==> src/rtl/comp_pkg.sv <==
// Shared types and the expected-result function for the comparator self-test.
package comp_pkg;

   typedef enum logic [1:0] {
      IDLE   = 2'd0,
      SETTLE = 2'd1,
      SAMPLE = 2'd2,
      DONE   = 2'd3
   } state_t;

   localparam int CMP_EQ = 0;
   localparam int CMP_GT = 1;
   localparam int CMP_LT = 2;

   localparam int unsigned VEC_W    = 2;
   localparam int unsigned CNT_W    = 4;
   localparam int unsigned SETTLE_W = 8;
   localparam int unsigned PASS_W   = 4;
   localparam int unsigned LOG_W    = 4;

   localparam logic [CNT_W-1:0] FAIL_CNT_MAX = CNT_W'(15);

   // Golden 1-bit compare result for the selected function.
   function automatic logic cmp_expected(logic a, logic b, int func);
      logic r;
      case (func)
         CMP_GT:  r = a & ~b;
         CMP_LT:  r = ~a & b;
         default: r = ~(a ^ b);
      endcase
      return r;
   endfunction

endpackage

==> src/rtl/comparator_bist.sv <==
// Self-test driver/checker for a 1-bit comparator: sweeps all four (a,b) vectors,
// samples res after a settle window and reports mismatch statistics.
module comparator_bist
   import comp_pkg::*;
#(
   parameter int unsigned SETTLE_CYCLES = 4,
   parameter int unsigned N_PASSES      = 1,
   parameter int          CMP_FUNC      = CMP_EQ
) (
   input  logic             clk,
   input  logic             rst_n,
   input  logic             start_i,
   output logic             a_o,
   output logic             b_o,
   input  logic             res_i,
   output logic             busy_o,
   output logic             done_o,
   output logic             pass_o,
   output logic [CNT_W-1:0] fail_cnt_o,
   output logic [VEC_W-1:0] fail_vec_o,
   output logic [LOG_W-1:0] res_log_o
);

   if (SETTLE_CYCLES < 1 || SETTLE_CYCLES > 255) begin : g_bad_settle
      $error("comparator_bist: SETTLE_CYCLES must be 1..255");
   end
   if (N_PASSES < 1 || N_PASSES > 15) begin : g_bad_passes
      $error("comparator_bist: N_PASSES must be 1..15");
   end
   if (CMP_FUNC != CMP_EQ && CMP_FUNC != CMP_GT && CMP_FUNC != CMP_LT) begin : g_bad_func
      $error("comparator_bist: CMP_FUNC must be 0, 1 or 2");
   end

   localparam logic [SETTLE_W-1:0] SETTLE_LAST = SETTLE_W'(SETTLE_CYCLES - 1);
   localparam logic [PASS_W-1:0]   PASS_LAST   = PASS_W'(N_PASSES - 1);
   localparam logic [VEC_W-1:0]    VEC_LAST    = VEC_W'(3);

   state_t              state_q, state_d;
   logic [VEC_W-1:0]    vec_q, vec_d;
   logic [PASS_W-1:0]   pass_idx_q, pass_idx_d;
   logic [SETTLE_W-1:0] settle_q, settle_d;

   logic                a_d, b_d, busy_d, done_d, pass_d;
   logic [CNT_W-1:0]    fail_cnt_d;
   logic [VEC_W-1:0]    fail_vec_d;
   logic [LOG_W-1:0]    res_log_d;
   logic                exp_res;

   // State, counters and all outputs.
   always_ff @(posedge clk or negedge rst_n) begin
      if (!rst_n) begin
         state_q    <= IDLE;
         vec_q      <= '0;
         pass_idx_q <= '0;
         settle_q   <= '0;
         a_o        <= 1'b0;
         b_o        <= 1'b0;
         busy_o     <= 1'b0;
         done_o     <= 1'b0;
         pass_o     <= 1'b0;
         fail_cnt_o <= '0;
         fail_vec_o <= '0;
         res_log_o  <= '0;
      end else begin
         state_q    <= state_d;
         vec_q      <= vec_d;
         pass_idx_q <= pass_idx_d;
         settle_q   <= settle_d;
         a_o        <= a_d;
         b_o        <= b_d;
         busy_o     <= busy_d;
         done_o     <= done_d;
         pass_o     <= pass_d;
         fail_cnt_o <= fail_cnt_d;
         fail_vec_o <= fail_vec_d;
         res_log_o  <= res_log_d;
      end
   end

   // Next-state and next-output logic.
   always_comb begin
      state_d    = state_q;
      vec_d      = vec_q;
      pass_idx_d = pass_idx_q;
      settle_d   = settle_q;
      a_d        = a_o;
      b_d        = b_o;
      busy_d     = busy_o;
      done_d     = 1'b0;
      pass_d     = pass_o;
      fail_cnt_d = fail_cnt_o;
      fail_vec_d = fail_vec_o;
      res_log_d  = res_log_o;
      exp_res    = cmp_expected(vec_q[1], vec_q[0], CMP_FUNC);

      case (state_q)
         IDLE: begin
            if (start_i) begin
               state_d    = SETTLE;
               vec_d      = '0;
               pass_idx_d = '0;
               settle_d   = '0;
               a_d        = 1'b0;
               b_d        = 1'b0;
               busy_d     = 1'b1;
               pass_d     = 1'b0;
               fail_cnt_d = '0;
               fail_vec_d = '0;
               res_log_d  = '0;
            end
         end

         SETTLE: begin
            if (settle_q == SETTLE_LAST) begin
               settle_d = '0;
               state_d  = SAMPLE;
            end else begin
               settle_d = settle_q + SETTLE_W'(1);
            end
         end

         SAMPLE: begin
            res_log_d[vec_q] = res_i;
            if (res_i != exp_res) begin
               if (fail_cnt_o != FAIL_CNT_MAX) fail_cnt_d = fail_cnt_o + CNT_W'(1);
               if (fail_cnt_o == '0)           fail_vec_d = vec_q;
            end
            vec_d = vec_q + VEC_W'(1);
            if (vec_q == VEC_LAST && pass_idx_q == PASS_LAST) begin
               // Pass verdict must include the mismatch recorded on this final sample.
               state_d    = DONE;
               vec_d      = '0;
               pass_idx_d = '0;
               a_d        = 1'b0;
               b_d        = 1'b0;
               busy_d     = 1'b0;
               done_d     = 1'b1;
               pass_d     = (fail_cnt_d == '0);
            end else begin
               if (vec_q == VEC_LAST) pass_idx_d = pass_idx_q + PASS_W'(1);
               state_d = SETTLE;
               a_d     = vec_d[1];
               b_d     = vec_d[0];
            end
         end

         DONE: begin
            state_d = IDLE;
         end

         default: begin
            state_d = IDLE;
         end
      endcase
   end

endmodule
==> config.mk <==
export PLATFORM = sky130hd
export DESIGN_NAME = comparator_bist
export DESIGN_NICKNAME = d
export VERILOG_FILES = /design/src/rtl/comp_pkg.sv /design/src/rtl/comparator_bist.sv
export SDC_FILE = /design/constraint.sdc
export NUM_CORES = 1
export LEC_CHECK = 0
export CAP_MARGIN = 5
export CORE_MARGIN = 10
export CORE_UTILIZATION = 26
export CTS_CLUSTER_DIAMETER = 100
export CTS_CLUSTER_SIZE = 40
export DETAILED_ROUTE_END_ITERATION = 10
export HOLD_SLACK_MARGIN = 0.12
export PLACE_DENSITY_LB_ADDON = 0.12
export SLEW_MARGIN = 0
export SYNTH_ARGS = -nofsm -noshare
export SYNTH_HDL_FRONTEND = slang
export SYNTH_SLANG_ARGS = --single-unit
==> constraint.sdc <==
create_clock -name clk -period 4.6 [get_ports clk]
set_input_delay 0.69 -clock clk [delete_from_list [all_inputs] [get_ports clk]]
set_output_delay 0.69 -clock clk [all_outputs]
set_load 0.005 [all_outputs]
Word level (Yosys, flattened, before mapping)
Cells that the tools add are included.
- output and inout port bits: 15
- bits of input ports: 4
- logic and storage cells: 84
- bits in registers: 31
- muxes and demuxes: 37
- magnitude comparators: 2
- equality and inequality tests: 13
- add/sub/neg operators: 4
- reductions and logical operators: 14
- bitwise gates (word level): 2
- operators by type and width (operator ; count):
    2-to-1 mux 4 bit ; 6
    one-hot mux 4 bit (2 select lines) ; 3
    2-to-1 mux 8 bit ; 2
    one-hot mux 8 bit (2 select lines) ; 1
    2-to-1 mux 2 bit ; 7
    zero test 4 bit ; 3
    != test 2 bit, second input constant ; 5
    2-to-1 mux 1 bit ; 9
    adder 4 x 1 -> 4 bit, second input constant ; 2
    adder 8 x 1 -> 8 bit, second input constant ; 1
    equality test 8 x 2 -> 1 bit, second input constant ; 1
    one-hot mux 1 bit (2 select lines) ; 4
    one-hot mux 2 bit (2 select lines) ; 2
    one-hot mux 2 bit (4 select lines) ; 1
    equality test 2 bit, second input constant ; 3
    AND reduction 2 bit ; 3
    AND reduction 3 bit ; 2
    bitwise mux 4 bit ; 1
    != test 4 bit, second input constant ; 1
    AND reduction 4 bit ; 1
    nonzero test 2 bit ; 2
    less-than comparator 2 x 3 -> 1 bit, second input constant ; 1
    != test 3 bit, second input constant ; 1
    adder 2 x 1 -> 2 bit, second input constant ; 1
    other kinds (8) ; 9

Logic depth before layout (Yosys ltp)
- depth in word-level cells: 8
- gate-level depth with buffers: 6

Worst setup path before layout
Ideal clock, no wire load.
- path kind: reg2reg
- start point: register vec_q[1]
- end point: register fail_cnt_o[3]
- arrival: 1.735 ns
- cell stages (with the launch flop): 7
- required time: 4.479 ns
- setup time: 0.121 ns
- clock period less this slack: 1.856 ns
- setup slack: 2.744 ns
- cell sequence: dfrtp_1 > inv_1 > ha_1 > xnor2_2 > nand4_1 > o31a_1 > o22a_1
- longest elaborated chain between the ends: 6
- RTL lines (element ; RTL line ; source):
    start: declaration ; comparator_bist.sv:39 ; logic [VEC_W-1:0] vec_q, vec_d;
    start signal: assignment ; comparator_bist.sv:66 ; vec_q <= vec_d;
    XOR 1 bit ; comp_pkg.sv:29 ; default: r = ~(a ^ b);
    NOT 1 bit ; comp_pkg.sv:29 ;
    != test 1 bit ; comparator_bist.sv:124 ; if (res_i != exp_res) begin
    2-to-1 mux 4 bit ; comparator_bist.sv:124 ;
    2-to-1 mux 4 bit ; comparator_bist.sv:96 ; case (state_q)
    one-hot mux 4 bit (2 select lines) ; comparator_bist.sv:96 ;
    end signal: assignment ; comparator_bist.sv:74 ; fail_cnt_o <= fail_cnt_d;
    end: declaration ; comparator_bist.sv:19 ; output logic [CNT_W-1:0] fail_cnt_o,
Every way passes these cells. The select of a mux whose other input is x is not followed.
A chain may end at the register's enable or synchronous reset.

Worst setup path after layout
- start point: register vec_q[0]
- end point: register fail_cnt_o[3]
Same word-level chain as after synthesis.

==> flow_metrics.tcl <==
set metrics [dict create \
    required_ns 4.77 \
    hpwlAfterDp_um 2751 \
    antenna_found_initial 0 \
    synth_seq_cells 29 \
    synth.cell_area_um2 1600 \
    ioPinCount 19 \
    async_flop_share_pct 100.0 \
    p_leak_uw 0.0008214 \
    fin_util_pct 32.84 \
    grt_pass1_vias 1361 \
    netlist_top_cells_count "29 x dfrtp_1, 18 x nor2_1, 17 x o21ai_0, 16 x nand2_1, 13 x inv_1" \
    hold_end "busy_o" \
    synth_largest_area_cell "dfrtp_1" \
    drv_slew 0 \
    core_area_um2 5956 \
    hold_class "reg2reg" \
    rows 28 \
    clk_pin_slew_ns 0.06 \
    io_buffers 18 \
    dp_slack_ns 2.321 \
    slew_headroom_pct 52.34 \
    cts_resized 0 \
    via_per_inst 4.781 \
    start_util_pct 26.87 \
    vias 1286 \
    fillers 629 \
    ys_dominant_reg_cell "dfrtp_1" \
    yosysSeqAreaShare_pct 45.35 \
    dieArea_um2 9693 \
    ctsHoldBuffers 0 \
    avgSynthCellArea_um2 9.413 \
    status "completed" \
    crit_fanout 9 \
    slowest_delay_ns 0.47 \
    crit_slowest_cell "dfrtp_1" \
    dieWidth_um 98.46 \
    reg2regPathDepth 6 \
    cts_tree "built" \
    worst-r2r-setup-slack_ns 2.53 \
    synthCells 170 \
    cts-root-buf "clkbuf_8" \
    routed_wl_um 3743 \
    post_cts_buffers 0 \
    postRouteAntennaNets 0 \
    finalSetupTns_ns 0 \
    worstSkewPairLatency_ns 0.28 \
    critPathCaptureType "register" \
    yosys.cell_count.top_type "dfrtp_1" \
    route.detailed.drc 0 \
    r2r_end "fail_cnt_o[3]" \
    power_density_nw_per_um2 249.4 \
    drt_iter0_markers 50 \
    drv_cap 0 \
    ys_types 35 \
    n_antenna_cell 0 \
    finalCriticalPeriod_ns 2.066 \
    area_growth_pct 22.21 \
    die_h_um 98.46 \
    synth_edf_count 0 \
    synth_top_area_share_pct 45.35 \
    dr.pass1.iters 4 \
    grt.total_usage_pct 8.270 \
    rsz0062_at_grt "no" \
    layout.nets 207 \
    r2r_start "vec_q[0]" \
    grt_pass1_wl_um 6568 \
    post_route_cells_drive_above_1_share_pct 5.670 \
    cts.sinks 29 \
    setup_viol 0 \
    syn-num-nets 183 \
    cts_max_level 2 \
    gp_congestion 0.8122 \
    fin_crit_sh_pct 44.90 \
    yosys_warnings 0 \
    cts_buffers 5 \
    crit_chain "inv_1 -> ha_1 -> xnor2_2 -> nand4_1 -> o31a_1 -> o22a_1" \
    finalHoldViolCount 0 \
    setup_ws_ns 2.534 \
    fmax_ghz 0.4841 \
    regArea_um2 725.7 \
    worstSetupPathType "reg2reg" \
    clockBufferDepth 2 \
    grt_max_degree 30 \
    hp-start "busy_o" \
    start_kind "register" \
    worstMarginPinSlew_ns 0.7075 \
    multiInputGateArea_um2 813.3 \
    arrival_ns 2.24 \
    clock_skew_ns 0.003999 \
    synth_area_leaders "dfrtp_1 45%, ha_1 7.0%, mux2i_1 5.6%" \
    post_drt_wl_per_cell_um 13.91 \
    grt-ovfl-total 0 \
    holdPathStages 1 \
    ir_worst_vdd_mv 0.1073 \
]
==> cell families (layout without fill, tap and decap cells) <==
family / Yosys count / count (layout) / share of synthesized area, %
compound gates: 40 / 40 / 15.72
xor+xnor: 4 / 4 / 2.659
fa+ha+maj: 9 / 9 / 7.037
buf+inv: 15 / 39 / 3.831
flops: 29 / 29 / 45.35
mux: 9 / 9 / 5.630
simple gates: 64 / 64 / 19.78
==> state kept, by name, summed over array words and instances, names as in the netlist <==
signal,flops
busy_o,1
done_o,1
fail_cnt_o,4
fail_vec_o,2
pass_idx_q,4
pass_o,1
res_log_o,4
settle_q,8
state_q,2
vec_q,2
==> routing by layer <==
metal	vias up	global-route usage, %	part of all wire, %
li1	638	-	-
met1	621	8.701	44
met2	22	14.57	49
met3	5	2.654	5.7
met4	0	3.969	1.6
met5	-	0	0
==> area by class of cell <==
cell class,instances,area share [%]
multi-input cells,126,41.59
flip-flops and latches,29,37.11
repair buffers,19,9.597
well taps,75,4.798
clock buffers,7,4.415
inverters,13,2.495
==> critical path, delay by kind of cell (launching register included) <==
family,cells,cell delay [ns]
buffers and inverters,1,0.10
adder cells (fa/ha/maj),1,0.34
flip-flops,1,0.47
AND/OR/NAND/NOR,1,0.17
XOR/XNOR,1,0.38
AO/OA/AOI/OAI,2,0.49
==> cells in the final DEF, fill, tap and decap left out, types with 3 or more instances in the layout <==
cell type,n
a21oi_1,6
a22o_1,3
a31oi_1,3
clkbuf_8,6
clkdlybuf4s50_1,18
dfrtp_1,29
ha_1,9
inv_1,13
mux2i_1,9
nand2_1,16
nand2b_1,4
nand3_1,7
nor2_1,18
nor2b_1,4
nor3_1,3
o21ai_0,17
or3_1,3
xnor2_1,3
==> power by group <==
part / switching, uW / total [uW] / internal [uW]
logic: 11.0 / 19.4 / 8.39
registers: 1.67 / 259 / 257
clock network: 90.8 / 209 / 118
total: 103 / 488 / 384
==> worst max path at each step <==
stage / from / endpoint / slack [ns] / cells after the start
finish: vec_q[0] / fail_cnt_o[3] / 2.53 / 6
global route: vec_q[0] / fail_cnt_o[3] / 2.36 / 6
global placement: res_i / fail_cnt_o[3] / 2.33 / 5
floorplan: vec_q[1] / fail_cnt_o[3] / 2.74 / 6
detailed placement: res_i / fail_cnt_o[3] / 2.32 / 5
CTS: vec_q[0] / fail_cnt_o[3] / 2.52 / 6
==> metrics by stage <==
stage | area, um2 | power (uW) | std cells | hold slack [ns]
global route | 1956 | 512.7 | 269 | 0.5253
floorplan | 1600 | 270.8 | 170 | 0.3944
detailed placement | 1869 | 284.1 | 262 | 0.4768
global placement | 1869 | 283.5 | 262 | 0.4638
finish | 1956 | 487.6 | 269 | 0.4816
CTS | 1956 | 498.0 | 269 | 0.4901
(Power assumes the default switching activity.)
